==> src/rtl/rf_wb_scheduler_pkg.sv <==
// Shared constants and types for the register-file writeback scheduler.
//   RF_DATA_W : register data width
//   RF_AW     : register index width
//   RF_NREG   : architectural register count (2**RF_AW), r0 hard-wired to zero
//   src_e     : writeback source encoding, also used as the round-robin pointer value
package rf_wb_scheduler_pkg;

  localparam int RF_DATA_W = 16;
  localparam int RF_AW     = 4;
  localparam int RF_NREG   = 16;

  typedef enum logic {
    SRC_ALU = 1'b0,
    SRC_LSU = 1'b1
  } src_e;

endpackage

==> src/rtl/rf_wb_scheduler_rr_arb2.sv <==
// Two-way round-robin arbiter for the regfile write port.
//   clk, rst_n : clock, async active-low reset (pointer returns to ALU)
//   i_req[1:0] : request, bit 0 = ALU, bit 1 = LSU
//   o_gnt[1:0] : one-hot grant, same bit order (combinational)
// A lone requester is always granted. When both request, the pointer picks the
// winner and then flips to the loser, so neither source trails by more than a cycle.
module rr_arb2
  import rf_wb_scheduler_pkg::*;
(
  input  logic       clk,
  input  logic       rst_n,
  input  logic [1:0] i_req,
  output logic [1:0] o_gnt
);

  src_e r_ptr;

  always_comb begin
    o_gnt = 2'b00;
    unique case (i_req)
      2'b01:   o_gnt = 2'b01;
      2'b10:   o_gnt = 2'b10;
      2'b11:   o_gnt = (r_ptr == SRC_ALU) ? 2'b01 : 2'b10;
      default: o_gnt = 2'b00;
    endcase
  end

  // The pointer only moves on a contested cycle; uncontested grants leave it alone.
  always_ff @(posedge clk or negedge rst_n) begin
    if (!rst_n) begin
      r_ptr <= SRC_ALU;
    end else if (&i_req) begin
      r_ptr <= (r_ptr == SRC_ALU) ? SRC_LSU : SRC_ALU;
    end
  end

endmodule

==> src/rtl/rf_wb_scheduler.sv <==
// Register-file writeback scheduler: shares the single regfile write port between
// the ALU and LSU, and tracks in-flight writes in a busy scoreboard that stalls issue.
//   clk, rst_n                       : clock, async active-low reset
//   iss_valid/rs1/rs2/rd/wr          : instruction offered for issue
//   iss_stall                        : issue blocked this cycle (combinational)
//   alu_valid/rd/data, alu_ready     : ALU writeback handshake
//   lsu_valid/rd/data, lsu_ready     : LSU writeback handshake
//   rf_reg_write/rf_rd/rf_rd_data    : registered regfile write port
//   busy_vec, pend_cnt               : scoreboard bits and their population count
//   wb_err                           : sticky, writeback landed on a non-busy register
module rf_wb_scheduler
  import rf_wb_scheduler_pkg::*;
#(
  parameter int DATA_W = RF_DATA_W,
  parameter int AW     = RF_AW,
  parameter int NREG   = RF_NREG
) (
  input  logic              clk,
  input  logic              rst_n,
  input  logic              iss_valid,
  input  logic [AW-1:0]     iss_rs1,
  input  logic [AW-1:0]     iss_rs2,
  input  logic [AW-1:0]     iss_rd,
  input  logic              iss_wr,
  output logic              iss_stall,
  input  logic              alu_valid,
  input  logic [AW-1:0]     alu_rd,
  input  logic [DATA_W-1:0] alu_data,
  output logic              alu_ready,
  input  logic              lsu_valid,
  input  logic [AW-1:0]     lsu_rd,
  input  logic [DATA_W-1:0] lsu_data,
  output logic              lsu_ready,
  output logic              rf_reg_write,
  output logic [AW-1:0]     rf_rd,
  output logic [DATA_W-1:0] rf_rd_data,
  output logic [NREG-1:0]   busy_vec,
  output logic [AW:0]       pend_cnt,
  output logic              wb_err
);

  logic              r_rf_we;
  logic [AW-1:0]     r_rf_rd;
  logic [DATA_W-1:0] r_rf_data;
  logic [NREG-1:0]   r_busy;
  logic [AW:0]       r_pend;
  logic              r_wb_err;

  logic [1:0]        w_gnt;
  logic              w_wb_vld;
  logic [AW-1:0]     w_wb_rd;
  logic [DATA_W-1:0] w_wb_data;
  logic              w_wb_nz;
  logic              w_rs1_haz;
  logic              w_rs2_haz;
  logic              w_rd_haz;
  logic              w_iss_set;
  logic              w_err_set;
  logic [NREG-1:0]   w_busy_nxt;
  logic [AW:0]       w_pend_nxt;

  rr_arb2 u_arb (
    .clk   (clk),
    .rst_n (rst_n),
    .i_req ({lsu_valid, alu_valid}),
    .o_gnt (w_gnt)
  );

  assign alu_ready = w_gnt[0];
  assign lsu_ready = w_gnt[1];

  assign w_wb_vld  = |w_gnt;
  assign w_wb_rd   = w_gnt[1] ? lsu_rd   : alu_rd;
  assign w_wb_data = w_gnt[1] ? lsu_data : alu_data;
  assign w_wb_nz   = w_wb_vld && (w_wb_rd != '0);

  // A register being written this cycle is not a hazard: the regfile forwards
  // the write data to its read ports in the same cycle.
  assign w_rs1_haz = (iss_rs1 != '0) && r_busy[iss_rs1] && !(r_rf_we && (r_rf_rd == iss_rs1));
  assign w_rs2_haz = (iss_rs2 != '0) && r_busy[iss_rs2] && !(r_rf_we && (r_rf_rd == iss_rs2));
  assign w_rd_haz  = (iss_rd  != '0) && r_busy[iss_rd]  && !(r_rf_we && (r_rf_rd == iss_rd));

  assign iss_stall = iss_valid && (w_rs1_haz || w_rs2_haz || (iss_wr && w_rd_haz));
  assign w_iss_set = iss_valid && !iss_stall && iss_wr && (iss_rd != '0);

  // A writeback to a register that is neither busy nor being claimed right now
  // has no matching issue behind it.
  assign w_err_set = w_wb_nz && !r_busy[w_wb_rd] && !(w_iss_set && (iss_rd == w_wb_rd));

  // Clear first, then set, so a same-index collision leaves the bit set.
  always_comb begin
    w_busy_nxt = r_busy;
    if (r_rf_we) begin
      w_busy_nxt[r_rf_rd] = 1'b0;
    end
    if (w_iss_set) begin
      w_busy_nxt[iss_rd] = 1'b1;
    end
    w_busy_nxt[0] = 1'b0;
  end

  always_comb begin
    w_pend_nxt = '0;
    for (int i = 0; i < NREG; i++) begin
      w_pend_nxt = w_pend_nxt + {{AW{1'b0}}, w_busy_nxt[i]};
    end
  end

  always_ff @(posedge clk or negedge rst_n) begin
    if (!rst_n) begin
      r_rf_we   <= 1'b0;
      r_rf_rd   <= '0;
      r_rf_data <= '0;
      r_busy    <= '0;
      r_pend    <= '0;
      r_wb_err  <= 1'b0;
    end else begin
      r_rf_we <= w_wb_nz;
      if (w_wb_nz) begin
        r_rf_rd   <= w_wb_rd;
        r_rf_data <= w_wb_data;
      end
      r_busy <= w_busy_nxt;
      r_pend <= w_pend_nxt;
      if (w_err_set) begin
        r_wb_err <= 1'b1;
      end
    end
  end

  assign rf_reg_write = r_rf_we;
  assign rf_rd        = r_rf_rd;
  assign rf_rd_data   = r_rf_data;
  assign busy_vec     = r_busy;
  assign pend_cnt     = r_pend;
  assign wb_err       = r_wb_err;

endmodule

==> config.mk <==
export PLATFORM = sky130hd
export DESIGN_NAME = rf_wb_scheduler
export DESIGN_NICKNAME = d
export VERILOG_FILES = /design/src/rtl/rf_wb_scheduler_pkg.sv /design/src/rtl/rf_wb_scheduler_rr_arb2.sv /design/src/rtl/rf_wb_scheduler.sv
export SDC_FILE = /design/constraint.sdc
export NUM_CORES = 1
export LEC_CHECK = 0
export CORE_MARGIN = 10
export CORE_UTILIZATION = 26
export CTS_CLUSTER_SIZE = 10
export DETAILED_ROUTE_END_ITERATION = 8
export GPL_TIMING_DRIVEN = 0
export HOLD_SLACK_MARGIN = 0.02
export PLACE_DENSITY_LB_ADDON = 0.05
export SLEW_MARGIN = 20
export SYNTH_ARGS = -nofsm -noshare
export SYNTH_HDL_FRONTEND = slang
export SYNTH_SLANG_ARGS = --single-unit
==> constraint.sdc <==
create_clock -name clk -period 5.1 [get_ports clk]
set_input_delay 0.51 -clock clk [delete_from_list [all_inputs] [get_ports clk]]
set_output_delay 0.51 -clock clk [all_outputs]
set_load 0.05 [all_outputs]
==> metrics.txt <==
1st-iter DRT viols=between 200 and 250; layout cells sized above 1=between 10% and 20%; critical path cell sequence=mux4_2 > nor3b_1 > a311oi_1 > a22oi_2 > o41ai_4 > buf_4 > o21a_1 > fa_1 > fa_1 > fa_1 > fa_1 > fa_2 > fa_1 > inv_1; Pre-Repair DR Iteration Count=4; Worst setup EP type=register; GPL Wtd Cong=0.858; CP bufs+invs=2; vias=between 3000 and 4000; number of global-route vias before repair=between 3000 and 4000; routed vias/inst=approximately 5; Remaining Overflow, GRT=0; Final Hold Viols=0; switching fraction of total power=47.6%; Crit path largest cell delay=0.55 ns; chip width=about 130 um; antenna viol nets, final=0; peak supply drop=slightly above 400 uV; Worst EP required=approximately 5.3 ns; Port Buffers=98; FP Rows=40; post-synth cell types=between 50 and 60; final core utilization=39.7%; CP Class=register to register; internal power=about 1.6 mW; number of synthesized register bits=42; global-route usage over all layers=between 10% and 20%; status=completed; Die H=approximately 130 um; combinational power share=between 60% and 70%; power share of the sequential group=20.9%; Post-DP HPWL=approximately 9300 um; final worst path period need=4.97 ns; Worst Max-Slew Pin Slew=0.577 ns; final setup fails=0; Post-synth top cells=42 x dfrtp_1, 37 x nand2_1, 35 x o21ai_0; Synth area leader=dfrtp_1; Longest Clk Path Bufs=2; hold slack=about 0.19 ns; Startpoint Class=register; asr flop ratio synth=100%; Syn-to-layout area delta=49.6%; Syn Inst Count=approximately 340; die area=between 15000 and 20000 um^2; Sink Count=42; cts bufs inserted=5; diode count=0; nets=roughly 530; type of the most critical hold path=input port to async pin; sequential area share after synthesis=32.8%; Final Skew=between 0.007 and 0.008 ns; Max FO, Critical Path=7; count of final max-slew check failures=0; slew margin rel.=about three fifths; RSZ-0062 raised after global routing=yes; first-pass GRT wire length=18800 um; Tcrit/Tclk final=a little under 100%; Clk pwr share=11.9%; Mean Syn Cell Area=~9.5 um^2; cell mode on critical path=fa_1; CTS tree=done; fmax=201 MHz; pin count of the biggest net entering global routing=24; Clk Latency, worst-skew pair=0.29 ns; Pleak=1.92 nW; cell count after placement=605; CTS H-tree lvls=2; count leader, synth=dfrtp_1; CP arrival=approximately 5 ns; CP top delay family=adder cells; Clk pin slew, worst setup/hold paths=roughly 0.070 ns; initial antenna violation count=0; MaxCap Viol Count=0; initial core utilization=26.6%; fin cells=roughly 630; Synth warnings=0; core area=between 10000 and 15000 um^2; Root Driver=clkbuf_16; synth top area cells=dfrtp_1 33%, mux2i_1 9.1%, mux4_2 6.3%; Routed WL per cell=19.5 um; drt drc=0; slowest stage cell, crit path=fa_1; Switch Pwr=roughly 1.5 mW; Post-synth EDFFs=0; Netlist Area Pre-Place=about 3200 um^2; most used flip-flop cell after synthesis=dfrtp_1; final WL=12200 um; I/O pin count=~100; top cell type's share of synthesized area=32.8%; PD cells=around 640 nW/um^2
[final timing paths]
kind	startpoint	slack [ns]	endpoint	cells past startpoint
worst min register to register	rf_rd_data[6]	0.48	rf_rd_data[6]	2
max in group asynchronous	rst_n	4.39	busy_vec[7]	2
worst max register to register	busy_vec[5]	0.13	pend_cnt[1]	14
worst min-delay path	rst_n	0.19	wb_err	1
min in group clk	rf_rd_data[6]	0.48	rf_rd_data[6]	2
worst max-delay path	busy_vec[5]	0.13	pend_cnt[1]	14
[worst reg2reg max path: stages, from the launching register on]
cell	delay (ns)
dfrtp_2	0.49
mux4_2	0.47
nor3b_1	0.20
a311oi_1	0.08
a22oi_2	0.22
o41ai_4	0.16
buf_4	0.19
o21a_1	0.20
fa_1	0.55
fa_1	0.43
fa_1	0.52
fa_1	0.44
fa_2	0.37
fa_1	0.50
inv_1	0.04
[flip-flops by register name, indices dropped and copies added (netlist names)]
signal and flops:
busy_vec 15, rf_rd_data 16, rf_reg_write 1, u_arb.r_ptr 1, wb_err 1, rf_rd 4, pend_cnt 4
[layout by cell type, fill, tap and decap left out, types with 4 or more instances in the layout]
master,n
clkdlybuf4s50_1,89
nand2_1,37
o21ai_0,34
mux2i_1,29
dfrtp_1,25
buf_4,20
dfrtp_2,17
o21ai_1,16
inv_1,15
mux4_2,9
o21a_1,9
fa_1,9
nand3_1,8
nor2_1,8
xnor2_1,8
xor2_1,7
nor2b_1,7
buf_2,6
a2111oi_0,6
clkbuf_1,5
nor3_1,5
clkbuf_16,5
and3_1,4
nand2b_1,4
a211oi_1,4
[stage by stage]
step	total power [mW]	TNS [ns]	worst slack [ns]	cell area (um^2)
2_1_floorplan	1.93	0	0.00676	3220
3_3_place_gp	2.57	-3.11	-0.951	4410
3_5_place_dp	2.57	-2.66	-0.843	4420
4_1_cts	3.06	0	0.00352	4750
5_1_grt	3.34	-0.00354	-0.00354	4790
6_report	3.07	0	0.133	4790
[cell type report]
type | instances | area [um^2]
buffer | 17 | 126
fill | 1237 | 7270
sequential | 42 | 1070
clock inverter | 2 | 37.5
inverter | 18 | 67.6
clock buffer | 6 | 129
multi-input combinational | 257 | 2040
tap | 168 | 210
timing repair buffer | 116 | 1110
[cells by family (layout without fill, tap and decap cells)]
| family | count (synthesis) | count (layout) | share of synthesized area, % |
|---|---|---|---|
| xor gates and xnor gates | 15 | 15 | 4.10 |
| muxes | 42 | 42 | 16.8 |
| buffers and inverters | 39 | 159 | 5.51 |
| other | 1 | 2 | 0.117 |
| adders and majority gates | 12 | 12 | 7.03 |
| DFF | 42 | 42 | 32.8 |
| AOI/OAI and AO/OA | 99 | 99 | 20.2 |
| and+or+nand+nor | 87 | 87 | 13.5 |
[routing by layer]
metal / track usage [%] / share of wire (%) / vias up / wire length (um)
li1: - / - / 1451 / -
met3: 3.63 / 7.7 / 27 / 940
met1: 17.3 / 41 / 1517 / 5040
met4: 5.82 / 2.6 / 0 / 320
met5: 0 / 0 / - / 0
met2: 23.8 / 48 / 124 / 5890
[power by group through the flow]
stage               Sequential, mW  Combinational (mW)  Clock, mW
finish                       0.641                2.06      0.366
global route                 0.654                2.30      0.387
global placement             0.636                1.93          0
detailed placement           0.634                1.93          0
CTS                          0.637                2.05      0.375
floorplan                    0.908                1.02          0
[what timing repair did]
item	4_1_cts	5_1_grt
endpoints found under the setup margin	4	3
pin swaps	3	7
hold buffers	0	0
setup buffers	14	3
gates resized for setup	35	20
No activity file was read; power rests on OpenSTA's default activity.
